===== src/rtl/gcd_datapath_unit_if.sv =====
// GCD datapath bundle: micro-op command channel from the controller,
// status flags back to it, and the result channel to the host.
interface gcd_datapath_unit_if #(
  parameter int DATA_W    = 32,
  parameter int ADDR_BITS = 5
);
  logic                 op_valid;
  logic                 op_ready;
  logic [ADDR_BITS-1:0] rf_read_addr1;
  logic [ADDR_BITS-1:0] rf_read_addr2;
  logic [ADDR_BITS-1:0] rf_write_addr;
  logic                 rf_write_en;
  logic                 rf_write_data_sel;
  logic [DATA_W-1:0]    const_val;
  logic                 alu_sel;
  logic [1:0]           alu_oper;
  logic                 op_emit;
  logic                 is_zero_result;
  logic                 lt_result;
  logic [DATA_W-1:0]    res_data;
  logic                 res_valid;
  logic                 res_ready;

  modport master (
    output op_valid, rf_read_addr1, rf_read_addr2,
    output rf_write_addr, rf_write_en, rf_write_data_sel,
    output const_val, alu_sel, alu_oper, op_emit,
    output res_ready,
    input  op_ready, is_zero_result, lt_result,
    input  res_data, res_valid
  );

  modport slave (
    input  op_valid, rf_read_addr1, rf_read_addr2,
    input  rf_write_addr, rf_write_en, rf_write_data_sel,
    input  const_val, alu_sel, alu_oper, op_emit,
    input  res_ready,
    output op_ready, is_zero_result, lt_result,
    output res_data, res_valid
  );
endinterface


===== src/rtl/gcd_datapath_unit.sv =====
// GCD datapath: register file, ALU, write-back stage with forwarding,
// status flags and a one-entry result slot toward the host.
//
// Ports:
//   clk  - rising-edge clock
//   rst  - synchronous reset, active-low
//   bus  - slave side of gcd_datapath_unit_if:
//          op_* / rf_* / alu_* / const_val : micro-op from controller
//          is_zero_result, lt_result       : registered ALU flags
//          res_data/res_valid/res_ready    : result channel to host
module gcd_datapath_unit #(
  parameter int DATA_W    = 32,
  parameter int ADDR_BITS = 5
) (
  input  logic              clk,
  input  logic              rst,
  gcd_datapath_unit_if.slave bus
);

  localparam int NREG = 1 << ADDR_BITS;

  typedef logic [DATA_W-1:0]    word_t;
  typedef logic [ADDR_BITS-1:0] addr_t;

  word_t rf_q [NREG];
  word_t rf_d [NREG];

  logic  wb_valid_q, wb_valid_d;
  logic  wb_en_q, wb_en_d;
  addr_t wb_addr_q, wb_addr_d;
  word_t wb_data_q, wb_data_d;

  logic  zero_q, zero_d;
  logic  lt_q, lt_d;
  logic  res_valid_q, res_valid_d;
  word_t res_data_q, res_data_d;

  logic  op_ready;
  logic  accept;
  logic  wb_hit1, wb_hit2;
  logic  lt_now;
  word_t op1, rd2, op2, alu_res;

  // Only an emitting op needs the result slot.
  assign op_ready = !bus.op_emit || !res_valid_q
                    || bus.res_ready;
  assign accept   = bus.op_valid && op_ready;

  // A value sitting in write-back is not yet in the
  // register file, so bypass it to the readers.
  assign wb_hit1 = wb_valid_q && wb_en_q
                   && (wb_addr_q != '0)
                   && (wb_addr_q == bus.rf_read_addr1);
  assign wb_hit2 = wb_valid_q && wb_en_q
                   && (wb_addr_q != '0)
                   && (wb_addr_q == bus.rf_read_addr2);

  always_comb begin
    op1 = '0;
    if (bus.rf_read_addr1 != '0) begin
      op1 = wb_hit1 ? wb_data_q
                    : rf_q[bus.rf_read_addr1];
    end
  end

  always_comb begin
    rd2 = '0;
    if (bus.rf_read_addr2 != '0) begin
      rd2 = wb_hit2 ? wb_data_q
                    : rf_q[bus.rf_read_addr2];
    end
  end

  assign op2    = bus.alu_sel ? bus.const_val : rd2;
  assign lt_now = op1 < op2;

  always_comb begin
    alu_res = op1;
    unique case (bus.alu_oper)
      2'b00: alu_res = op1 + op2;
      2'b01: alu_res = op1 - op2;
      2'b10: alu_res = {{(DATA_W-1){1'b0}}, lt_now};
      2'b11: alu_res = op1;
    endcase
  end

  always_comb begin
    rf_d = rf_q;
    if (wb_valid_q && wb_en_q && wb_addr_q != '0) begin
      rf_d[wb_addr_q] = wb_data_q;
    end

    wb_valid_d  = accept;
    wb_en_d     = 1'b0;
    wb_addr_d   = wb_addr_q;
    wb_data_d   = wb_data_q;
    zero_d      = zero_q;
    lt_d        = lt_q;
    res_valid_d = res_valid_q;
    res_data_d  = res_data_q;

    if (accept) begin
      wb_en_d   = bus.rf_write_en;
      wb_addr_d = bus.rf_write_addr;
      wb_data_d = bus.rf_write_data_sel
                  ? bus.const_val : alu_res;
      // Flags track the ALU even on a const load.
      zero_d    = (alu_res == '0);
      lt_d      = lt_now;
    end

    // A new emit reloads the slot even as it drains.
    if (accept && bus.op_emit) begin
      res_valid_d = 1'b1;
      res_data_d  = wb_data_d;
    end else if (res_valid_q && bus.res_ready) begin
      res_valid_d = 1'b0;
    end
  end

  always_ff @(posedge clk) begin
    if (!rst) begin
      for (int i = 0; i < NREG; i++) begin
        rf_q[i] <= '0;
      end
      wb_valid_q  <= 1'b0;
      wb_en_q     <= 1'b0;
      wb_addr_q   <= '0;
      wb_data_q   <= '0;
      zero_q      <= 1'b1;
      lt_q        <= 1'b0;
      res_valid_q <= 1'b0;
      res_data_q  <= '0;
    end else begin
      rf_q        <= rf_d;
      wb_valid_q  <= wb_valid_d;
      wb_en_q     <= wb_en_d;
      wb_addr_q   <= wb_addr_d;
      wb_data_q   <= wb_data_d;
      zero_q      <= zero_d;
      lt_q        <= lt_d;
      res_valid_q <= res_valid_d;
      res_data_q  <= res_data_d;
    end
  end

  assign bus.op_ready       = op_ready;
  assign bus.is_zero_result = zero_q;
  assign bus.lt_result      = lt_q;
  assign bus.res_valid      = res_valid_q;
  assign bus.res_data       = res_data_q;

endmodule

===== src/flat_wrapper.sv =====
// flat-port wrapper written by rule: the top's interface ports become plain ports
module gcd_datapath_unit_flat 
#(
  parameter int DATA_W    = 32,
  parameter int ADDR_BITS = 5
)
  (clk, rst, bus_op_valid, bus_rf_read_addr1, bus_rf_read_addr2, bus_rf_write_addr, bus_rf_write_en, bus_rf_write_data_sel, bus_const_val, bus_alu_sel, bus_alu_oper, bus_op_emit, bus_res_ready, bus_op_ready, bus_is_zero_result, bus_lt_result, bus_res_data, bus_res_valid);
  gcd_datapath_unit_if #(.DATA_W(DATA_W), .ADDR_BITS(ADDR_BITS)) bus_i ();
  input  logic clk;
  input  logic rst;
  input wire logic [$bits(bus_i.op_valid)-1:0] bus_op_valid;
  input wire logic [$bits(bus_i.rf_read_addr1)-1:0] bus_rf_read_addr1;
  input wire logic [$bits(bus_i.rf_read_addr2)-1:0] bus_rf_read_addr2;
  input wire logic [$bits(bus_i.rf_write_addr)-1:0] bus_rf_write_addr;
  input wire logic [$bits(bus_i.rf_write_en)-1:0] bus_rf_write_en;
  input wire logic [$bits(bus_i.rf_write_data_sel)-1:0] bus_rf_write_data_sel;
  input wire logic [$bits(bus_i.const_val)-1:0] bus_const_val;
  input wire logic [$bits(bus_i.alu_sel)-1:0] bus_alu_sel;
  input wire logic [$bits(bus_i.alu_oper)-1:0] bus_alu_oper;
  input wire logic [$bits(bus_i.op_emit)-1:0] bus_op_emit;
  input wire logic [$bits(bus_i.res_ready)-1:0] bus_res_ready;
  output wire logic [$bits(bus_i.op_ready)-1:0] bus_op_ready;
  output wire logic [$bits(bus_i.is_zero_result)-1:0] bus_is_zero_result;
  output wire logic [$bits(bus_i.lt_result)-1:0] bus_lt_result;
  output wire logic [$bits(bus_i.res_data)-1:0] bus_res_data;
  output wire logic [$bits(bus_i.res_valid)-1:0] bus_res_valid;
  assign bus_i.op_valid = bus_op_valid;
  assign bus_i.rf_read_addr1 = bus_rf_read_addr1;
  assign bus_i.rf_read_addr2 = bus_rf_read_addr2;
  assign bus_i.rf_write_addr = bus_rf_write_addr;
  assign bus_i.rf_write_en = bus_rf_write_en;
  assign bus_i.rf_write_data_sel = bus_rf_write_data_sel;
  assign bus_i.const_val = bus_const_val;
  assign bus_i.alu_sel = bus_alu_sel;
  assign bus_i.alu_oper = bus_alu_oper;
  assign bus_i.op_emit = bus_op_emit;
  assign bus_i.res_ready = bus_res_ready;
  assign bus_op_ready = bus_i.op_ready;
  assign bus_is_zero_result = bus_i.is_zero_result;
  assign bus_lt_result = bus_i.lt_result;
  assign bus_res_data = bus_i.res_data;
  assign bus_res_valid = bus_i.res_valid;
  gcd_datapath_unit #(.DATA_W(DATA_W), .ADDR_BITS(ADDR_BITS)) u_core (.clk(clk), .rst(rst), .bus(bus_i));
endmodule

===== config.mk =====
export PLATFORM = sky130hd
export DESIGN_NAME = gcd_datapath_unit_flat
export DESIGN_NICKNAME = d
export VERILOG_FILES = /design/src/rtl/gcd_datapath_unit_if.sv /design/src/rtl/gcd_datapath_unit.sv /design/src/flat_wrapper.sv
export SDC_FILE = /design/constraint.sdc
export NUM_CORES = 2
export LEC_CHECK = 0
export ABC_AREA = 0
export CAP_MARGIN = 40
export CORE_MARGIN = 2
export CORE_UTILIZATION = 39
export CTS_BUF_LIST = sky130_fd_sc_hd__clkbuf_16
export CTS_CLUSTER_DIAMETER = 100
export CTS_CLUSTER_SIZE = 28
export DETAILED_ROUTE_END_ITERATION = 16
export SYNTH_ARGS = -nofsm -noshare
export SYNTH_HDL_FRONTEND = slang
export SYNTH_SLANG_ARGS = --single-unit

===== constraint.sdc =====
create_clock -name clk -period 9.67 [get_ports clk]
set_input_delay 1.934 -clock clk [delete_from_list [all_inputs] [get_ports clk]]
set_output_delay 1.934 -clock clk [all_outputs]
set_load 0.02 [all_outputs]

* After elaboration in Yosys (flattened, before gate mapping) *
Cells that the tools add are included.

word-level totals
  flip-flop bits (word level) = 1098
  output and inout bits = 36

cells by class
  add/sub/neg operators = 2
  order comparisons = 5
  equal/unequal tests = 5
  muxes and demuxes = 19
  bitwise operators = 3
  reductions and logical operators = 19

operators by type and width
  kind                                                      number
  bitwise mux 1024 bit                                      1
  2-to-1 mux 32 bit                                         12
  binary-select mux 32 bit (select 5 bit)                   2
  demux 32 bit (select 5 bit)                               1
  case mux 32 bit (4 select lines)                          1
  adder 32 bit                                              1
  zero test 32 bit                                          1
  < comparator 32 bit                                       1
  subtractor 32 bit                                         1
  greater-or-equal comparator 6 bit, second input constant  3
  inverter 5 -> 6 bit                                       3
  nonzero test 5 bit                                        3
  equality test 5 bit                                       2
  logical AND 1 bit                                         8
  < comparator 6 x 1 -> 1 bit, second input constant        1
  equality test 2 bit, second input constant                2
  equality test 2 x 1 -> 1 bit, second input constant       1
  zero test 1 bit                                           2
  zero test 2 bit                                           1
  logical OR 1 bit                                          2
  2-to-1 mux 1 bit                                          2
  AND reduction 2 bit                                       1
  nonzero test 2 bit                                        1

* Longest topological paths before layout *
  depth after elaboration = 11
  mapped depth = 27

* Worst setup path before layout *
Ideal clock, no wire load.

  path kind = input to register
  from = in bus_rf_read_addr2[0]
  to = reg u_core.zero_q (netlist: u_core.bus.is_zero_result)
  setup time = 69 ps
  arrival = 7301 ps
  required time = 9601 ps
  slack = 2300 ps
  cell stages on the path = 23
  buffers on the path = 4
  cell sequence = clkbuf_1 buf_4 buf_4 buf_1 mux4_2 mux4_2 nor2_1 nor3_1 a21oi_1 o21ai_0 ha_1 fa_1 nor2_1 o311ai_0 a2111oi_1 o31ai_1 and3b_1 o31ai_4 a41o_1 a31oi_1 a21oi_1 or4b_1 o21ai_1

on the way
  cells in the longest elaborated chain, start to end = 10
  elaborated cells on any way between the ends = 15
  classes of those cells = 2 x add/sub; 1 x order compare; 1 x eq/ne; 7 x mux; 1 x bitwise; 3 x reduce/logical

RTL lines
  element                                               line                      text
  start, declared                                       flat_wrapper.sv:13        input wire logic [$bits(bus_i.rf_read_addr2)-1:0] bus_rf_read_addr2;
  inverter 5 -> 6 bit (not written as such)             gcd_datapath_unit.sv:70   : rf_q[bus.rf_read_addr2];
  binary-select mux 32 bit (select 5 bit)               gcd_datapath_unit.sv:70
  2-to-1 mux 32 bit (not written as such) (2 in a row)  gcd_datapath_unit.sv:70
  2-to-1 mux 32 bit                                     gcd_datapath_unit.sv:69   rd2 = wb_hit2 ? wb_data_q
  2-to-1 mux 32 bit (*)                                 gcd_datapath_unit.sv:68   if (bus.rf_read_addr2 != '0) begin
  2-to-1 mux 32 bit (*)                                 gcd_datapath_unit.sv:74   assign op2 = bus.alu_sel ? bus.const_val : rd2;
  subtractor 32 bit (tied with other cells)             gcd_datapath_unit.sv:81   2'b01: alu_res = op1 - op2;
  case mux 32 bit (4 select lines) (*)                  gcd_datapath_unit.sv:79   unique case (bus.alu_oper)
  zero test 32 bit (*)                                  gcd_datapath_unit.sv:108  zero_d = (alu_res == '0);
  end signal, assigned                                  gcd_datapath_unit.sv:140  zero_q <= zero_d;
  end, declared                                         gcd_datapath_unit.sv:33   logic zero_q, zero_d;

Mark *: on every way between the ends. The rest lies on a longest branch, timed or not. The select of a mux whose other input is x is not followed.
A chain may end at the register's enable or synchronous reset.

* Worst setup path in the final report *
  from = in bus_rf_read_addr2[2]
  to = reg u_core.zero_q (netlist: u_core.bus.is_zero_result)

The elaborated chain is that of the path after synthesis.

==> results_dict.tcl <==
set metrics [dict create \
    yosysUniqueCellTypes 86 \
    core_mm2 0.1587 \
    synth.top_cell.area_share_pct 35.18 \
    rows 146 \
    drt_iter0_markers 8981 \
    cp_max_fo 30 \
    seq_area_mm2 0.02198 \
    final_area_mm2 0.06692 \
    dp_hpwl_um 171700 \
    tightestPinTransition_ns 1.150 \
    crit_path_cell_trace "buf_4 > or3_2 > buf_12 > o22ai_1 > a211oi_1 > a22o_1 > o21ai_0 > a22o_1 > ha_1 > o21ai_0 > o21ai_0 > a221oi_1 > o22ai_1 > nor3_1 > o31a_1 > o31ai_1 > xnor2_1 > o21ai_0 > or4b_1 > o21ai_1" \
    endpoint_kind "register" \
    place_ws_ns 1.220 \
    status "finished clean" \
    hold_viol_final 0 \
    cts_root_buf "clkbuf_16" \
    path_common_cell "o21ai_0" \
    cap_viol_max_count 0 \
    cts_sinks 1098 \
    grt.overflow.total 0 \
    die-area_mm2 0.1634 \
    synth_edf_count 0 \
    area_growth_pct 7.109 \
    synth.cell_area_mm2 0.06248 \
    r2r-start "u_core.wb_addr_q[3]$_SDFFE_PN0P_" \
    port_buffers 92 \
    fillers 15380 \
    slew_headroom_pct 23.36 \
    grt.total_usage_pct 32.31 \
    viasPerCell 6.404 \
    worstHoldEndpoint "u_core.bus.res_data[28]$_SDFFE_PN0P_" \
    cp-start-kind "input pin" \
    rr_worst_depth 19 \
    synth_cells 7093 \
    path_buf_inv 2 \
    wl_um 271700 \
    vias 56600 \
    synthTopCellsByArea "dfxtp_1 (35%), mux4_2 (16%), nand2_1 (13%)" \
    drc_errors 0 \
    ys_seq_area_share_pct 35.18 \
    cpMaxStageDelayCell "a221oi_1" \
    tns_ns 0 \
    max_stage_delay_ns 0.81 \
    clockBufferDepth 3 \
    crit-reg2reg-capture "u_core.bus.is_zero_result$_SDFFE_PN1P_" \
    ys_seq_elements 1098 \
    timing_worst_setup_path_type "input pin to register" \
    fmax_mhz 122.3 \
    leakage_nw 21.72 \
    cts_hold_buf 0 \
    critPathRequiredTime_ns 10.33 \
    cts-resized-gates 0 \
    initial_core_util_pct 39.36 \
    die_h_um 404.3 \
    post_cts_buffers 0 \
    async_flop_share_pct 0 \
    hold_path.class "register to register" \
    gp_congestion 1.011 \
    setup_viol 0 \
    final_nets 6870 \
    avgSynthCellArea_um2 8.809 \
    drive_gt1_share_pct 13.38 \
    rrSetupSlack_ns 3.01 \
    wl_per_cell_um 30.74 \
    synth_ff_type "dfxtp_1" \
    numCtsBuffers 48 \
    rsz0062_at_grt "false" \
    cts_tree "yes" \
    ioPinCount 93 \
    die_w_um 404.3 \
    fin_ws_ns 1.494 \
    antenna_found_initial 11 \
    post-route-period-util_pct 84.55 \
    ys_warn_count 0 \
    grt_pass1_wl_um 386600 \
    ir_worst_vdd_mv 0.1277 \
    drtPass1Iterations 7 \
    drv_slew 0 \
    synth_fp_nets 7215 \
    antenna_left 0 \
    critPathTopFamily "compound AO/OA/AOI/OAI gates" \
    clk_latency_ns 0.75 \
    fin_skew_ns 0.06290 \
    post_dp_cell_area_mm2 0.06547 \
    synth_top_area_cell "dfxtp_1" \
    clk_pin_slew_worst_paths_ns 0.10 \
    min_from "u_core.bus.res_data[28]$_SDFFE_PN0P_" \
    p_per_area_mw_per_mm2 126.5 \
    min_period_ns 8.176 \
    ctsHtreeMaxLevel 2 \
    grt_pass1_vias 52710 \
    whs_path_depth 2 \
    multiInputGateArea_mm2 0.03776 \
    grt_max_degree 255 \
    critical_path_arrival_ns 8.83 \
]
## Yosys cell counts, types with 24 or more instances
| cell | number |
|---|---|
| mux2_2 | 68 |
| a22oi_1 | 27 |
| mux2i_1 | 173 |
| mux4_2 | 454 |
| nand2b_1 | 27 |
| clkbuf_1 | 540 |
| o31ai_1 | 29 |
| ha_1 | 63 |
| and2_1 | 72 |
| nor2_1 | 183 |
| o221ai_1 | 24 |
| nand2_1 | 2240 |
| nor2b_1 | 41 |
| inv_1 | 65 |
| nand3_1 | 51 |
| a21oi_1 | 121 |
| buf_1 | 54 |
| buf_2 | 74 |
| nor3_1 | 37 |
| a22o_1 | 44 |
| dfxtp_1 | 1098 |
| o22ai_1 | 66 |
| o211ai_1 | 29 |
| o21ai_0 | 123 |
| a21boi_0 | 1019 |
| a211oi_1 | 26 |
## worst max-delay path by stage
| stage | from | end | slack [ns] | depth (start not counted) |
|---|---|---|---|---|
| 2_1_floorplan | bus_rf_read_addr2[0] | u_core.bus.is_zero_result$_SDFFE_PN1P_ | 2.30 | 23 |
| 3_3_place_gp | bus_rf_read_addr1[3] | u_core.bus.is_zero_result$_SDFFE_PN1P_ | 1.09 | 21 |
| 3_5_place_dp | bus_rf_read_addr2[0] | u_core.bus.is_zero_result$_SDFFE_PN1P_ | 1.22 | 20 |
| 4_1_cts | bus_rf_read_addr2[0] | u_core.bus.is_zero_result$_SDFFE_PN1P_ | 1.95 | 20 |
| 5_1_grt | bus_rf_read_addr1[3] | u_core.bus.is_zero_result$_SDFFE_PN1P_ | 1.26 | 19 |
| 6_report | bus_rf_read_addr2[2] | u_core.bus.is_zero_result$_SDFFE_PN1P_ | 1.49 | 20 |
## state kept, by name, indices dropped and copies added, names as in the netlist
name	cells
u_core.wb_valid_q	1
u_core.rf_q	1024
u_core.wb_addr_q	5
u_core.bus.lt_result	1
u_core.bus.res_data	32
u_core.wb_en_q	1
u_core.bus.res_valid	1
u_core.wb_data_q	32
u_core.bus.is_zero_result	1
## cell type report
type / instances / area share (%)
inverters: 70 / 0.3926
clock inverters: 18 / 0.3552
repair buffers: 308 / 4.298
well taps: 2072 / 3.874
diodes: 3 / 0.01122
multi-input cells: 5222 / 56.42
clock buffers: 48 / 1.795
flip-flops and latches: 1098 / 32.85
## per-stage QoR
step / util (%) / total power (W) / hold WS (ns) / instances
2_1_floorplan: - / 0.005428 / 0.4249 / 7093
3_3_place_gp: 41.10 / 0.005881 / 0.4454 / 8753
3_5_place_dp: 41.24 / 0.005878 / 0.4468 / 8769
4_1_cts: 42.15 / 0.008424 / 0.4774 / 8835
5_1_grt: 42.15 / 0.008658 / 0.4931 / 8837
6_report: 42.16 / 0.008468 / 0.4755 / 8839
## cells by family after synthesis
group                    Yosys count  synth area share [%]
AO/OA/AOI/OAI                   1684                 19.53
XOR/XNOR                          32                0.4486
adder cells (fa/ha/maj)           65                 1.326
buffers and inverters            773                 5.088
flip-flops                      1098                 35.18
multiplexers                     706                 20.82
AND/OR/NAND/NOR                 2735                 17.60
## routing by layer
| layer | vias to the layer above | share of wire, % | track usage [%] |
|---|---|---|---|
| li1 | 24050 | - | - |
| met1 | 28000 | 39 | 43.24 |
| met2 | 3724 | 42 | 47.64 |
| met3 | 826 | 12 | 8.576 |
| met4 | 8 | 6.2 | 16.94 |
| met5 | - | 0.025 | 0.1189 |
## where the power goes
part           switching [W]  internal, W
Combinational       0.000850     0.000411
Clock                0.00165     0.000988
Sequential         0.0000232      0.00454
Total                0.00253      0.00594
## placed cells by master (no fill, tap or decap), types with 12 or more instances in the layout
| cell | n |
|---|---|
| a221o_1 | 12 |
| a211oi_1 | 26 |
| dfxtp_1 | 1096 |
| a31oi_1 | 23 |
| mux2_2 | 68 |
| nand4_1 | 18 |
| clkbuf_16 | 48 |
| nor2_4 | 32 |
| nand2_2 | 21 |
| nor2_1 | 151 |
| o221ai_1 | 24 |
| xnor2_1 | 23 |
| inv_1 | 64 |
| nor3_1 | 36 |
| a211o_1 | 13 |
| nor4_1 | 14 |
| buf_12 | 19 |
| a21boi_0 | 1019 |
| clkdlybuf4s50_1 | 80 |
| a21oi_1 | 120 |
| o211ai_1 | 29 |
| and2_1 | 72 |
| nand2_1 | 2214 |
| o31ai_1 | 29 |
| buf_4 | 192 |
| mux4_2 | 454 |
| mux2i_1 | 173 |
| o22ai_1 | 66 |
| nand2b_1 | 27 |
| a221oi_1 | 20 |
| a22o_1 | 44 |
| nor2b_1 | 40 |
| nand3_1 | 43 |
| o21ai_0 | 123 |
| a22oi_1 | 27 |
| and3_1 | 13 |
| ha_1 | 63 |
## tightest hold or removal path: stages, from the launching register on
cell,delay (ns)
dfxtp_1,0.32
nand2_1,0.05
a21boi_0,0.06
No activity file was read; power rests on OpenSTA's default activity.
